### src/rtl/fibonacci_display_sequencer.sv
// Fibonacci sequencer with step/auto-run advance, wrap on overflow and an
// iterative double-dabble converter so the display only sees finished BCD.
//
// state   | meaning
// IDLE    | holding value; waiting for step or period-timer expiry
// CONVERT | shifting value through double-dabble, one bit per cycle
module fibonacci_display_sequencer #(
    parameter int NUMBER_WIDTH = 16,
    parameter int STEP_PERIOD  = 64,
    localparam int DIGITS = $rtoi($ceil(NUMBER_WIDTH * $log10(2.0)))
) (
    input  logic                      clk,
    input  logic                      rst,
    input  logic                      run,
    input  logic                      step,
    input  logic                      restart,
    output logic [NUMBER_WIDTH-1:0]   value,
    output logic [4*DIGITS-1:0]       bcd,
    output logic                      bcd_valid,
    output logic                      busy,
    output logic                      overflow
);

    localparam int CNT_W  = (STEP_PERIOD > 2) ? $clog2(STEP_PERIOD) : 1;
    localparam int ITER_W = (NUMBER_WIDTH > 2) ? $clog2(NUMBER_WIDTH) : 1;
    localparam int BCD_W  = 4 * DIGITS;
    localparam int SH_W   = BCD_W + NUMBER_WIDTH;

    localparam logic [CNT_W-1:0]      CNT_LAST  = CNT_W'(STEP_PERIOD - 1);
    localparam logic [ITER_W-1:0]     ITER_LAST = ITER_W'(NUMBER_WIDTH - 1);
    localparam logic [NUMBER_WIDTH:0] B_INIT    = (NUMBER_WIDTH + 1)'(1);

    typedef enum logic {
        IDLE,
        CONVERT
    } state_t;

    state_t                  state_q, state_d;
    logic [NUMBER_WIDTH-1:0] a_q, a_d;
    logic [NUMBER_WIDTH:0]   b_q, b_d;
    logic                    ovf_q, ovf_d;
    logic [CNT_W-1:0]        cnt_q, cnt_d;
    logic [ITER_W-1:0]       iter_q, iter_d;
    logic [SH_W-1:0]         sh_q, sh_d;
    logic [SH_W-1:0]         sh_adj;
    logic [BCD_W-1:0]        bcd_q, bcd_d;
    logic                    valid_q, valid_d;

    always_comb begin
        state_d = state_q;
        a_d     = a_q;
        b_d     = b_q;
        ovf_d   = ovf_q;
        cnt_d   = run ? cnt_q + 1'b1 : '0;
        iter_d  = iter_q;
        sh_d    = sh_q;
        bcd_d   = bcd_q;
        valid_d = valid_q;

        // Double-dabble correction: bias every nibble >= 5 before the shift.
        sh_adj = sh_q;
        for (int i = 0; i < DIGITS; i++) begin
            if (sh_adj[NUMBER_WIDTH + 4*i +: 4] >= 4'd5) begin
                sh_adj[NUMBER_WIDTH + 4*i +: 4] = sh_adj[NUMBER_WIDTH + 4*i +: 4] + 4'd3;
            end
        end

        if (restart) begin
            a_d     = '0;
            b_d     = B_INIT;
            ovf_d   = 1'b0;
            cnt_d   = '0;
            iter_d  = '0;
            bcd_d   = '0;
            valid_d = 1'b1;
            state_d = IDLE;
        end else begin
            case (state_q)
                IDLE: begin
                    if (step || (run && (cnt_q == CNT_LAST))) begin
                        if (b_q[NUMBER_WIDTH]) begin
                            a_d   = '0;
                            b_d   = B_INIT;
                            ovf_d = 1'b1;
                        end else begin
                            a_d = b_q[NUMBER_WIDTH-1:0];
                            b_d = {1'b0, a_q} + {1'b0, b_q[NUMBER_WIDTH-1:0]};
                        end
                        sh_d    = {{BCD_W{1'b0}}, a_d};
                        cnt_d   = '0;
                        iter_d  = '0;
                        valid_d = 1'b0;
                        state_d = CONVERT;
                    end
                end
                CONVERT: begin
                    sh_d   = sh_adj << 1;
                    iter_d = iter_q + 1'b1;
                    if (iter_q == ITER_LAST) begin
                        bcd_d   = sh_d[SH_W-1 -: BCD_W];
                        valid_d = 1'b1;
                        state_d = IDLE;
                    end
                end
                default: state_d = IDLE;
            endcase
        end
    end

    always_ff @(posedge clk or negedge rst) begin
        if (!rst) begin
            state_q <= IDLE;
            a_q     <= '0;
            b_q     <= B_INIT;
            ovf_q   <= 1'b0;
            cnt_q   <= '0;
            iter_q  <= '0;
            sh_q    <= '0;
            bcd_q   <= '0;
            valid_q <= 1'b1;
        end else begin
            state_q <= state_d;
            a_q     <= a_d;
            b_q     <= b_d;
            ovf_q   <= ovf_d;
            cnt_q   <= cnt_d;
            iter_q  <= iter_d;
            sh_q    <= sh_d;
            bcd_q   <= bcd_d;
            valid_q <= valid_d;
        end
    end

    assign value     = a_q;
    assign bcd       = bcd_q;
    assign bcd_valid = valid_q;
    assign busy      = (state_q == CONVERT);
    assign overflow  = ovf_q;

endmodule
### config.mk
export PLATFORM = sky130hd
export DESIGN_NAME = fibonacci_display_sequencer
export DESIGN_NICKNAME = d
export VERILOG_FILES = /design/src/rtl/fibonacci_display_sequencer.sv
export SDC_FILE = /design/constraint.sdc
export NUM_CORES = 1
export LEC_CHECK = 0
export CAP_MARGIN = 20
export CORE_MARGIN = 3
export CORE_UTILIZATION = 52
export CTS_CLUSTER_SIZE = 8
export DETAILED_ROUTE_END_ITERATION = 10
export GPL_ROUTABILITY_DRIVEN = 0
export GPL_TIMING_DRIVEN = 0
export PLACE_DENSITY_LB_ADDON = 0.2
export SLEW_MARGIN = 25
export SYNTH_ARGS = -nofsm -noshare
export SYNTH_HDL_FRONTEND = slang
export SYNTH_SLANG_ARGS = --single-unit
### constraint.sdc
create_clock -name clk -period 2.2 [get_ports clk]
set_clock_uncertainty 0.05 [all_clocks]
set_input_delay 0.55 -clock clk [delete_from_list [all_inputs] [get_ports clk]]
set_output_delay 0.55 -clock clk [all_outputs]
set_load 0.1 [all_outputs]
After elaboration in Yosys (flattened, before gate mapping) --
Index checks and enable logic that the tools add are counted. Widths: inputs -> output; s select.
Storage, ports and cells: input port bits 5, word-level logic and storage cells 78, bits in registers 102
Cells by class: bitwise logic cells 2, equality and inequality tests 6, reduce and logical (&&, ||, !) cells 11, multiplexer cells 37, order comparisons 5, $add $sub $neg 8
Operators by type and width (number):
- $pmux 36 s2 | 1
- $mux 17 | 4
- $mux 16 | 4
- $mux 20 | 3
- $mux 36 | 1
- $mux 4 | 6
- $mux 6 | 4
- $ge 4x3->1 const B | 5
- $add 16x16->17 | 1
- $add 4x2->4 const B | 4
- $mux 1 | 10
- $pmux 4 s2 | 1
- $reduce_and 2->1 | 4
- $reduce_bool 2->1 | 4
- $add 6x1->6 const B | 1
- $eq 6x6->1 const B | 1
- $add 4x1->4 const B | 1
- $eq 4x4->1 const B | 1
- $ne 2x2->1 const B | 2
- $pmux 1 s2 | 2
- $add 3x2->3 const B | 1
- $mux 3 | 1
- $ne 3x2->1 const B | 1
- $ne 3x3->1 const B | 1
- other kinds (4) | 5

Logic depth before layout (Yosys ltp) --
depth in word-level cells 6, mapped depth 10, gate-level depth less buffers 10

Least setup slack after synthesis --
OpenSTA, ideal clock, no wires.
path type register to register, start register a_q[0] (netlist: value[0]), end register b_q[10], path slack -0.648 ns, cell stages (with the launch flop) 11, buffers on the path 0, period minus slack after synthesis 2.848 ns, arrival 2.703 ns, required time 2.055 ns, cell sequence dfrtp_1 ha_1 inv_1 fa_1 nor2b_1 o211ai_1 a21oi_1 o21a_1 o21a_1 nor3_1 o31ai_1
Between the ends: cells in the longest elaborated chain, start to end 5
Ends and longest elaborated chain:
- start: declaration | line 39 | logic [NUMBER_WIDTH-1:0] a_q, a_d;
- start signal: assignment | line 113 | a_q <= '0;
- start signal: assignment | line 123 | a_q <= a_d;
- $add 16x16->17 | line 87 | b_d = {1'b0, a_q} + {1'b0, b_q[NUMBER_WIDTH-1:0]};
- $mux 17 | line 81 | if (b_q[NUMBER_WIDTH]) begin
- $mux 17 | line 80 | if (step || (run && (cnt_q == CNT_LAST))) begin
- $mux 17 | line 78 | case (state_q)
- $mux 17 | line 68 | if (restart) begin
- end signal: assignment | line 114 | b_q <= B_INIT;
- end signal: assignment | line 124 | b_q <= b_d;
- end: declaration | line 40 | logic [NUMBER_WIDTH:0] b_q, b_d;
Every way passes these cells. The select of a mux whose other input is x is not followed. A chain may end at the register's enable or synchronous reset.

Worst setup path in the final report --
start register b_q[0], end register b_q[14]
Between the ends: cells in the longest elaborated chain, start to end 5
Ends and longest elaborated chain (line):
- $add 16x16->17 | 87
- $mux 17 | 81
- $mux 17 | 80
- $mux 17 | 78
- $mux 17 | 68
Every way passes these cells. The select of a mux whose other input is x is not followed.

==> results_dict.tcl <==
set metrics [dict create \
    status "finished, violations left" \
    failing_checks "negative setup slack" \
    final_sum_of_negative_setup_slack_ns -0.7051 \
    biggest_area_contributors_in_the_synthesized_netlist "sky130_fd_sc_hd__dfrtp_1 (48%), sky130_fd_sc_hd__ha_1 (6.8%), sky130_fd_sc_hd__nand2_1 (4.6%), sky130_fd_sc_hd__nor2_1 (4.6%), sky130_fd_sc_hd__a22o_1 (3.9%)" \
    cellPowerDensity_nw_per_um2 592.9 \
    worst-r2r-cell-count 10 \
    async_reset_ff_share_pct 100.0 \
    critical_path_class "reg -> reg" \
    grt_usage_pct 22.13 \
    drv_slew 0 \
    worst_skew_pair.late_latency_ns 0.35 \
    via_count_normalized_by_instance_count 5.751 \
    synth_top_area_share_pct 48.26 \
    fin_nets 623 \
    clock_tree.htree_level_count 3 \
    finalWorstSetupSlack_ns -0.2055 \
    synth_seq_area_share_pct 49.28 \
    end_kind "flip-flop" \
    postSynthAreaPerCell_um2 9.914 \
    crit_slowest_cell "sky130_fd_sc_hd__dfstp_2" \
    reg_to_reg_slack_setup_ns -0.21 \
    ys_dominant_reg_cell "sky130_fd_sc_hd__dfrtp_1" \
    hold_path.class "in -> async" \
    drc_violation_count_after_routing 0 \
    synth.net_count 557 \
    power.static_leakage_nw 2.825 \
    dpl.hpwl_um 8282 \
    cp_max_fo 3 \
    maxClockFrequency_ghz 0.4157 \
    worst-path-buf-inv 1 \
    detail_route.wirelength_um 11810 \
    maximum_vdd_drop_v 0.0003260 \
    worst_path_dominant_cell_family "compound AO/OA/AOI/OAI gates" \
    layout-drive-gt1-share_pct 19.70 \
    synth_top_cell_by_area "sky130_fd_sc_hd__dfrtp_1" \
    yosys_cell_types 55 \
    synth-edff-count 0 \
    antenna_left 0 \
    routed_wire_length_per_instance_um 16.34 \
    post_synth_instance_area_um2 5185 \
    first_iter_violations 212 \
    fp-row-count 35 \
    cts_inserted_buffers 9 \
    coreArea_um2 9459 \
    port-buffer-count 42 \
    final-setup-viol-count 6 \
    mostFrequentLayoutCell "sky130_fd_sc_hd__dfrtp_1" \
    grt_antenna_before_repair 0 \
    worstPathCellList "ha_4 -> inv_2 -> fa_2 -> nor2b_4 -> o211ai_1 -> a31o_1 -> a31oi_1 -> a21oi_1 -> xor2_1 -> o21ai_1" \
    crit_required_ns 2.44 \
    tritoncts_clock_tree "built" \
    timing.final.crit_share_pct 109.3 \
    rsz0062_at_grt "true" \
    start_util_pct 54.81 \
    mostFrequentLayoutCells "sky130_fd_sc_hd__dfrtp_1 (86), sky130_fd_sc_hd__nand2_1 (63), sky130_fd_sc_hd__nor2_1 (61)" \
    finalHoldViolCount 0 \
    rr_startpoint "b_q[0]$_DFFE_PN1P_" \
    grt-ovfl-total 0 \
    timing.critical_path.from_type "flip-flop" \
    area_delta_synth_final_pct 22.80 \
    cts_root_buffer "sky130_fd_sc_hd__clkbuf_8" \
    cts-root-to-sink-buffers 2 \
    worst_path_largest_cell_delay_ns 0.57 \
    count_of_pins_on_the_block_boundary 44 \
    dieHeight_um 105.9 \
    cts.reportedPaths.clkPinSlew_ns 0.10 \
    grt_start_max_net_pins 54 \
    tightest_slew_ns 0.9592 \
    cells_after_synth 523 \
    die_width_um 105.9 \
    critical_path.reg2reg.endpoint "b_q[14]$_DFFE_PN0P_" \
    postSynthRegisterBits 102 \
    number_of_global_route_vias_before_repair 4149 \
    first_pass_iters 5 \
    critical_path_arrival_ns 2.64 \
    antenna-diode-count 0 \
    timing.final.crit_period_ns 2.405 \
    grt_pass1_wl_um 20130 \
    die-area_um2 11210 \
    cts.sinks 102 \
    detailroute.via_count 4158 \
    synth_warnings 0 \
    cap_viol_max_count 0 \
    worst_slew_margin_rel_pct 36.30 \
    dp.cells 695 \
    fin_cells 723 \
]
cell usage after synthesis, types with 3 or more instances:
| library cell | count |
|---|---|
| sky130_fd_sc_hd__and3_1 | 3 |
| sky130_fd_sc_hd__a22o_1 | 23 |
| sky130_fd_sc_hd__mux2i_1 | 3 |
| sky130_fd_sc_hd__a211oi_1 | 4 |
| sky130_fd_sc_hd__nand3_1 | 4 |
| sky130_fd_sc_hd__a21oi_1 | 29 |
| sky130_fd_sc_hd__inv_1 | 14 |
| sky130_fd_sc_hd__nor2_1 | 64 |
| sky130_fd_sc_hd__o21ai_0 | 24 |
| sky130_fd_sc_hd__xnor2_1 | 10 |
| sky130_fd_sc_hd__nor3_1 | 10 |
| sky130_fd_sc_hd__o31ai_1 | 8 |
| sky130_fd_sc_hd__buf_2 | 8 |
| sky130_fd_sc_hd__nand2b_1 | 7 |
| sky130_fd_sc_hd__clkbuf_1 | 12 |
| sky130_fd_sc_hd__a221oi_1 | 15 |
| sky130_fd_sc_hd__ha_1 | 28 |
| sky130_fd_sc_hd__a21o_1 | 11 |
| sky130_fd_sc_hd__o21a_1 | 4 |
| sky130_fd_sc_hd__nand2_1 | 64 |
| sky130_fd_sc_hd__o21ai_1 | 15 |
| sky130_fd_sc_hd__nor2b_1 | 3 |
| sky130_fd_sc_hd__a32o_1 | 4 |
| sky130_fd_sc_hd__xor2_1 | 14 |
| sky130_fd_sc_hd__a311oi_1 | 4 |
| sky130_fd_sc_hd__or3_1 | 3 |
| sky130_fd_sc_hd__dfrtp_1 | 100 |
per-layer routing:
layer / global-route usage (%) / up-vias / part of all wire (%)
met1: 28.79 / 2052 / 45
met5: 0 / - / 0
met2: 37.52 / 86 / 51
met4: 8.418 / 0 / 1.2
li1: - / 2008 / -
met3: 3.184 / 12 / 3.6
cell families after synthesis:
| group | count (synthesis) | synth area share, % |
|---|---|---|
| AOI/OAI and AO/OA | 159 | 21.62 |
| buffers and inverters | 38 | 3.306 |
| muxes | 3 | 0.5792 |
| adders and majority gates | 29 | 7.143 |
| and+or+nand+nor | 168 | 14.02 |
| xor gates and xnor gates | 24 | 4.054 |
| DFF | 102 | 49.28 |
where the power goes:
| group | switching (W) | leakage [nW] | internal [W] |
|---|---|---|---|
| combinational | 0.000323 | 1.37 | 0.000183 |
| clock | 0.000636 | 0.103 | 0.000594 |
| sequential | 0.0000757 | 1.35 | 0.00196 |
worst register-to-register path, delay by kind of cell, from the launching register on:
family / cells / cell delay, ns
AO/OA/AOI/OAI: 5 / 0.89
flip-flops: 1 / 0.57
adder cells (fa/ha/maj): 2 / 0.51
XOR/XNOR: 1 / 0.15
AND/OR/NAND/NOR: 1 / 0.12
buffers and inverters: 1 / 0.04
final cells by class:
cell class | instances | area [um^2]
plain buffers | 23 | 135.1
clock buffers | 12 | 155.1
clock inverters | 4 | 55.05
fillers | 784 | 3092
inverters | 14 | 52.55
multi-input cells | 383 | 2674
flip-flops and latches | 102 | 2595
well taps | 129 | 161.4
repair buffers | 56 | 539.3
stage by stage:
stage / area [um^2] / total power [W] / util, % / hold slack [ns] / worst slack, ns
after floorplan: 5333 / 0.002384 / - / 0.2044 / -0.1086
after global placement: 5914 / 0.002524 / 62.53 / 0.3963 / -3.967
after detailed placement: 5943 / 0.002545 / 62.83 / 0.4119 / -0.3851
after CTS: 6242 / 0.003786 / 65.99 / 0.08086 / -0.1917
after global routing: 6367 / 0.003960 / 67.31 / 0.08693 / -0.2696
final: 6367 / 0.003775 / 67.31 / 0.06280 / -0.2055
worst max path at each step:
stage | start | end | slack [ns] | depth (start not counted)
floorplan | value[1]$_DFFE_PN0P_ | b_q[15]$_DFFE_PN0P_ | -0.11 | 8
global placement | rst | value[10]$_DFFE_PN0P_ | -3.97 | 1
detailed placement | run | value[5]$_DFFE_PN0P_ | -0.39 | 7
CTS | value[0]$_DFFE_PN0P_ | b_q[10]$_DFFE_PN0P_ | -0.19 | 10
global route | value[0]$_DFFE_PN0P_ | b_q[10]$_DFFE_PN0P_ | -0.27 | 10
finish | b_q[0]$_DFFE_PN1P_ | b_q[14]$_DFFE_PN0P_ | -0.21 | 10
repair_timing:
item,CTS,global route
gates cloned,0,0
gates resized for setup,85,46
setup endpoints to repair,92,95
pin swaps,16,24
hold buffers,0,0
buffers inserted,7,7
sequential cells by signal (all words and copies together), names as in the netlist:
register / cells
b_q: 17
sh_q: 36
bcd: 20
bcd_valid: 1
value: 16
overflow: 1
busy: 1
iter_q: 4
cnt_q: 6
No activity file was read; power rests on OpenSTA's default activity.
